## src/rtl/alu_mult_sequencer.sv

```systemverilog
// -----------------------------------------------------------------------------
// alu_mult_sequencer
//
// Multi-cycle 32x32 unsigned multiplier controller. It sits beside the
// single-cycle datapath ALU and computes a 64-bit product by driving the
// shared ALU through one shift-and-add iteration per clock. The datapath
// steers the ALU inputs to this block while busy_out is high.
//
// Optional feature macro: MULT_EARLY_EXIT_EN
//   When defined, a multiplication finishes as soon as no set multiplier bit
//   remains to be consumed. The remaining zero-add iterations collapse into a
//   single right shift. The product is identical to the full-length result.
//   When undefined, every multiplication takes exactly WORD_SIZE RUN cycles.
//
// Ports
//   clk              in   system clock, rising edge
//   rst              in   synchronous active-high reset
//   start_in         in   multiply request, sampled in IDLE or DONE only
//   multiplicand_in  in   operand A, captured when start is accepted
//   multiplier_in    in   operand B, captured when start is accepted
//   busy_out         out  high while an iteration sequence is running
//   done_out         out  one-cycle completion pulse
//   product_out      out  {hi, lo} product register, valid from DONE onward
//   alu_control_out  out  ALU op code, constant ADD
//   alu_a_out        out  ALU channel A (combinational)
//   alu_b_out        out  ALU channel B (combinational)
//   alu_result_in    in   ALU sum of alu_a_out + alu_b_out, same cycle
// -----------------------------------------------------------------------------
module alu_mult_sequencer #(
    parameter int WORD_SIZE = 32,
    parameter int CNT_W     = 6
) (
    input  logic                     clk,
    input  logic                     rst,
    input  logic                     start_in,
    input  logic [WORD_SIZE-1:0]     multiplicand_in,
    input  logic [WORD_SIZE-1:0]     multiplier_in,
    output logic                     busy_out,
    output logic                     done_out,
    output logic [2*WORD_SIZE-1:0]   product_out,
    output logic [3:0]               alu_control_out,
    output logic [WORD_SIZE-1:0]     alu_a_out,
    output logic [WORD_SIZE-1:0]     alu_b_out,
    input  logic [WORD_SIZE-1:0]     alu_result_in
);

    // ALU operation code for addition, matching the CPU constant library.
    localparam logic [3:0] ALU_ADD = 4'b0010;

    typedef enum logic [1:0] {
        ST_IDLE = 2'b00,
        ST_RUN  = 2'b01,
        ST_DONE = 2'b10
    } state_t;

    // The ALU has no carry-out port, so the carry of a + b is rebuilt from
    // the operand MSBs and the sum MSB: a carry leaves the top bit when both
    // MSBs are set, or when exactly one is set and the sum MSB came out 0.
    function automatic logic add_carry(input logic a_msb,
                                       input logic b_msb,
                                       input logic r_msb);
        return (a_msb & b_msb) | ((a_msb | b_msb) & ~r_msb);
    endfunction

    state_t                 state_q;
    logic [WORD_SIZE-1:0]   hi_q;
    logic [WORD_SIZE-1:0]   lo_q;
    logic [WORD_SIZE-1:0]   mcand_q;
    logic [CNT_W-1:0]       cnt_q;
    logic                   busy_q;
    logic                   done_q;

    logic                   accept_d;
    logic                   carry_d;
    logic                   last_iter_d;
    logic                   run_exit_d;
    logic [2*WORD_SIZE-1:0] step_prod_d;
    logic [2*WORD_SIZE-1:0] prod_next_d;

    // ALU operand steering: the accumulator and the conditionally selected
    // multiplicand go to the ALU only while iterating.
    always_comb begin
        alu_a_out = '0;
        alu_b_out = '0;
        if (state_q == ST_RUN) begin
            alu_a_out = hi_q;
            if (lo_q[0]) begin
                alu_b_out = mcand_q;
            end else begin
                alu_b_out = '0;
            end
        end else begin
            alu_a_out = '0;
            alu_b_out = '0;
        end
    end

    // One shift-and-add step: the 33-bit sum lands in hi, the product shifts
    // right by one, and the consumed multiplier bit drops off the bottom of lo.
    always_comb begin
        accept_d    = start_in & ((state_q == ST_IDLE) | (state_q == ST_DONE));
        carry_d     = add_carry(alu_a_out[WORD_SIZE-1],
                                alu_b_out[WORD_SIZE-1],
                                alu_result_in[WORD_SIZE-1]);
        step_prod_d = {carry_d, alu_result_in, lo_q[WORD_SIZE-1:1]};
        last_iter_d = (cnt_q == CNT_W'(WORD_SIZE - 1));
    end

`ifdef MULT_EARLY_EXIT_EN
    logic [CNT_W-1:0]     rem_bits_d;
    logic [WORD_SIZE-1:0] pending_mask_d;
    logic                 no_pending_d;

    // Early exit: lo[rem:1] holds the multiplier bits not yet consumed. When
    // they are all zero, every remaining iteration would add zero and shift,
    // so those rem shifts are applied at once and the run ends this cycle.
    // On the last iteration rem is 0, the mask is empty and no shift occurs.
    always_comb begin
        rem_bits_d     = CNT_W'(WORD_SIZE - 1) - cnt_q;
        pending_mask_d = (WORD_SIZE'(1) << rem_bits_d) - WORD_SIZE'(1);
        no_pending_d   = (((lo_q >> 1) & pending_mask_d) == '0);
        if (no_pending_d) begin
            prod_next_d = step_prod_d >> rem_bits_d;
        end else begin
            prod_next_d = step_prod_d;
        end
        run_exit_d = last_iter_d | no_pending_d;
    end
`else
    // Fixed-length run: always WORD_SIZE iterations.
    always_comb begin
        prod_next_d = step_prod_d;
        run_exit_d  = last_iter_d;
    end
`endif

    // Control FSM plus product/operand registers and registered handshake.
    always_ff @(posedge clk) begin
        if (rst) begin
            state_q <= ST_IDLE;
            hi_q    <= '0;
            lo_q    <= '0;
            mcand_q <= '0;
            cnt_q   <= '0;
            busy_q  <= 1'b0;
            done_q  <= 1'b0;
        end else if (accept_d) begin
            // Accepted in IDLE or DONE: operands are captured only here.
            state_q <= ST_RUN;
            mcand_q <= multiplicand_in;
            hi_q    <= '0;
            lo_q    <= multiplier_in;
            cnt_q   <= '0;
            busy_q  <= 1'b1;
            done_q  <= 1'b0;
        end else begin
            case (state_q)
                ST_IDLE: begin
                    state_q <= ST_IDLE;
                    busy_q  <= 1'b0;
                    done_q  <= 1'b0;
                end
                ST_RUN: begin
                    {hi_q, lo_q} <= prod_next_d;
                    cnt_q        <= cnt_q + CNT_W'(1);
                    if (run_exit_d) begin
                        state_q <= ST_DONE;
                        busy_q  <= 1'b0;
                        done_q  <= 1'b1;
                    end else begin
                        state_q <= ST_RUN;
                        busy_q  <= 1'b1;
                        done_q  <= 1'b0;
                    end
                end
                ST_DONE: begin
                    state_q <= ST_IDLE;
                    busy_q  <= 1'b0;
                    done_q  <= 1'b0;
                end
                default: begin
                    state_q <= ST_IDLE;
                    busy_q  <= 1'b0;
                    done_q  <= 1'b0;
                end
            endcase
        end
    end

    assign busy_out        = busy_q;
    assign done_out        = done_q;
    assign product_out     = {hi_q, lo_q};
    assign alu_control_out = ALU_ADD;

endmodule

```

## config.mk

```make
export PLATFORM = sky130hd
export DESIGN_NAME = alu_mult_sequencer
export DESIGN_NICKNAME = d
export VERILOG_FILES = /design/src/rtl/alu_mult_sequencer.sv
export SDC_FILE = /design/constraint.sdc
export NUM_CORES = 1
export LEC_CHECK = 0
export CAP_MARGIN = 20
export CELL_PAD_IN_SITES_DETAIL_PLACEMENT = 1
export CELL_PAD_IN_SITES_GLOBAL_PLACEMENT = 2
export CORE_UTILIZATION = 18
export CTS_CLUSTER_SIZE = 40
export DETAILED_ROUTE_END_ITERATION = 16
export PLACE_DENSITY = 0.8
export SYNTH_ARGS = -nofsm -noshare
export SYNTH_HDL_FRONTEND = slang
export SYNTH_SLANG_ARGS = --single-unit
```

## constraint.sdc

```tcl
create_clock -name clk -period 1.2 [get_ports clk]
set_input_delay 0.12 -clock clk [delete_from_list [all_inputs] [get_ports clk]]
set_output_delay 0.12 -clock clk [all_outputs]
set_load 0.02 [all_outputs]
```

==> flow_metrics.tcl <==
set metrics [dict create \
    cp_max_fo 7 \
    htreeDepth 3 \
    maxSlewHeadroom_pct 62.13 \
    cp-end-kind "primary output" \
    ys_ff_latch 104 \
    grt_pass1_vias 4875 \
    crit_path_cell_trace "and2b_4, buf_12, buf_6, buf_6, and2_4, buf_6" \
    tightest_slew_ns 0.5681 \
    synthArstFlopShare_pct 0 \
    via_count 5138 \
    n_fill_cell 2665 \
    dp_hpwl_mm 11.58 \
    antenna_found_initial 0 \
    min_period_ns 1.726 \
    crit_buf_inv 4 \
    synth_cells 579 \
    yosysSeqAreaShare_pct 47.75 \
    placed_area_um2 7416 \
    outcome "finished, violations left" \
    start_kind "register" \
    rsz0062_at_grt "yes" \
    worst-r2r-setup-slack_ns -0.42 \
    grt_usage_pct 14.22 \
    clk_latency_ns 0.35 \
    synth_area_leaders "dfxtp_1, nand2_1, a21oi_1" \
    total_power_w 0.009393 \
    grt_pass1_wl_mm 27.12 \
    ir_drop_uv 447.2 \
    first_iter_violations 204 \
    tritoncts "built" \
    numCtsBuffers 9 \
    pin_count 233 \
    initial_utilization_pct 18.47 \
    cp.required_ns 1.08 \
    synth-main-ff-cell "dfxtp_1" \
    dieArea_um2 24850 \
    fp.coreArea_um2 23610 \
    syn_area_per_cell_um2 7.531 \
    finalNetCount 956 \
    grt_max_degree 36 \
    worst_path_most_repeated_cell "buf_6" \
    drv_slew 0 \
    row_count 56 \
    fmax_ghz 0.5794 \
    final_hold_viol_count 0 \
    post-route-period-util_pct 143.8 \
    synthTopCellsByCount "nand2_1, dfxtp_1, a21oi_1" \
    io_buffers 228 \
    clk_pin_slew_worst_paths_ns 0.08 \
    syn_area_um2 4360 \
    critPathMaxStageDelay_ns 0.34 \
    wl_per_cell_um 18.20 \
    maxCapViolations 0 \
    cts-root-buf "clkbuf_16" \
    area_growth_pct 115.4 \
    setup_viol 169 \
    antenna_left 0 \
    setup_slack_ns -0.5261 \
    synth_cell_types 32 \
    cpLargestDelayFamily "buffers and inverters" \
    synth_edf_count 0 \
    grt_overflow 0 \
    ctsHoldBuffers 0 \
    layout-drive-gt1-share_pct 44.02 \
    critical_path.slowest_cell "dfxtp_4" \
    final_area_um2 9392 \
    clock_skew_ns 0.006778 \
    cts_sinks 104 \
    synth.top_cell.area_share_pct 47.75 \
    powerDensity_nw_per_um2 1000 \
    violations "setup timing" \
    worstHoldPathType "primary input to register" \
    critPathKind "register to primary output" \
    insertedDiodeCount 0 \
    drt_pass1_iterations 4 \
    drc 0 \
    die_h_um 157.6 \
    yosysWarnings 0 \
    cp.arrival_ns 1.61 \
    dieWidth_um 157.6 \
    yosysTopAreaCell "dfxtp_1" \
    wl_mm 21.48 \
    yosysMostFrequentCell "nand2_1" \
    p_leak_nw 4.535 \
    place.gp.congestion 0.6936 \
    via_per_inst 4.354 \
    clock_path_buffers 2 \
    pre_cts_ws_ns -0.5728 \
]
[where the power goes]
group	switching, W	total, W	internal, W
Clock	0.00142	0.00290	0.00148
Combinational	0.00128	0.00267	0.00139
Sequential	0.000172	0.00383	0.00366
Total	0.00287	0.00939	0.00652
[layout by cell type, fill, tap and decap left out, types with 2 or more instances in the layout]
cell | synthesis | final
buf_8 | 0 | 7
and2_4 | 0 | 14
dfxtp_2 | 0 | 5
buf_4 | 4 | 41
nand2_2 | 0 | 31
nand2_1 | 195 | 129
buf_6 | 0 | 64
conb_1 | 2 | 4
and3_1 | 32 | 4
clkinv_4 | 0 | 2
or3_1 | 2 | 2
clkbuf_1 | 27 | 2
clkdlybuf4s15_2 | 0 | 4
clkbuf_16 | 0 | 24
buf_2 | 21 | 13
dfxtp_1 | 104 | 95
buf_16 | 0 | 5
nand3_1 | 2 | 2
a31oi_1 | 32 | 31
and2_2 | 0 | 18
clkdlybuf4s50_1 | 0 | 98
nand3b_1 | 2 | 2
and3_2 | 0 | 2
a21oi_2 | 1 | 51
and3_4 | 0 | 26
dlymetal6s2s_1 | 0 | 52
o21ai_0 | 33 | 32
nand2b_4 | 0 | 2
dfxtp_4 | 0 | 4
a21oi_1 | 66 | 16
nand2_4 | 0 | 34
inv_1 | 2 | 2
buf_12 | 0 | 19
o31ai_1 | 3 | 3
[metrics by stage]
stage / cells / util [%] / hold slack (ns) / TNS (ns)
global placement: 1115 / 31.41 / 0.4387 / -53.47
floorplan: 581 / - / 0.2552 / -0.2637
detailed placement: 1115 / 31.41 / 0.4474 / -55.55
finish: 1180 / 39.77 / 0.3171 / -49.46
CTS: 1140 / 33.55 / 0.2987 / -56.33
global route: 1180 / 39.77 / 0.3076 / -58.20
[metal layers]
| metal | track usage [%] | wire length, um |
|---|---|---|
| met3 | 3.887 | 1270 |
| met5 | 0 | 0 |
| met4 | 3.329 | 387 |
| met2 | 23.89 | 10480 |
| met1 | 17.91 | 9347 |
[worst register-to-register path, cell delays in order, from the launching register on]
cell and delay (ns):
dfxtp_4 0.34, and2b_4 0.26, buf_12 0.16, buf_6 0.13, buf_12 0.11, buf_6 0.09, buf_6 0.09, buf_12 0.13
nand2_2 0.06, a31oi_1 0.17
[final timing paths]
check                                      start             to  depth (start not counted)
worst min-delay path            alu_result_in[4]        hi_q[3]                          3
worst max-delay path                  state_q[1]  alu_a_out[31]                          6
worst max register to register        state_q[1]       lo_q[18]                          9
worst min register to register       mcand_q[28]    mcand_q[28]                          2
[final cells by class]
cell class                      instances  area (um2)  share of cell area (%)
Clock inverter                          4       30.03                  0.3197
Clock buffer                           12       246.5                   2.625
Multi-Input combinational cell        420        2833                   30.16
Inverter                                3       11.26                  0.1199
Sequential cell                       104        2103                   22.40
Timing Repair Buffer                  318        3769                   40.13
Tap cell                              319       399.1                   4.250
[timing repair]
item                       in CTS  in global routing
setup buffers                   4                 23
hold endpoints to repair        0                  0
pin swaps                       5                114
setup endpoints to repair     231                228
gates resized for setup       395                319
cloned                          5                 21
[state kept, by name, indices dropped and copies added (netlist names)]
register,count
cnt_q,6
hi_q,32
lo_q,32
mcand_q,32
state_q,2
[cell families after synthesis]
group                      share of synthesized area, %
adders and majority gates                        0.2869
muxes                                            0.2296
DFF                                               47.75
and+or+nand+nor                                   28.41
other                                            0.1722
AOI/OAI and AO/OA                                 16.87
xor gates and xnor gates                         0.4018
buffers and inverters                             5.882
Note: power is estimated with default switching activity, not from simulation.
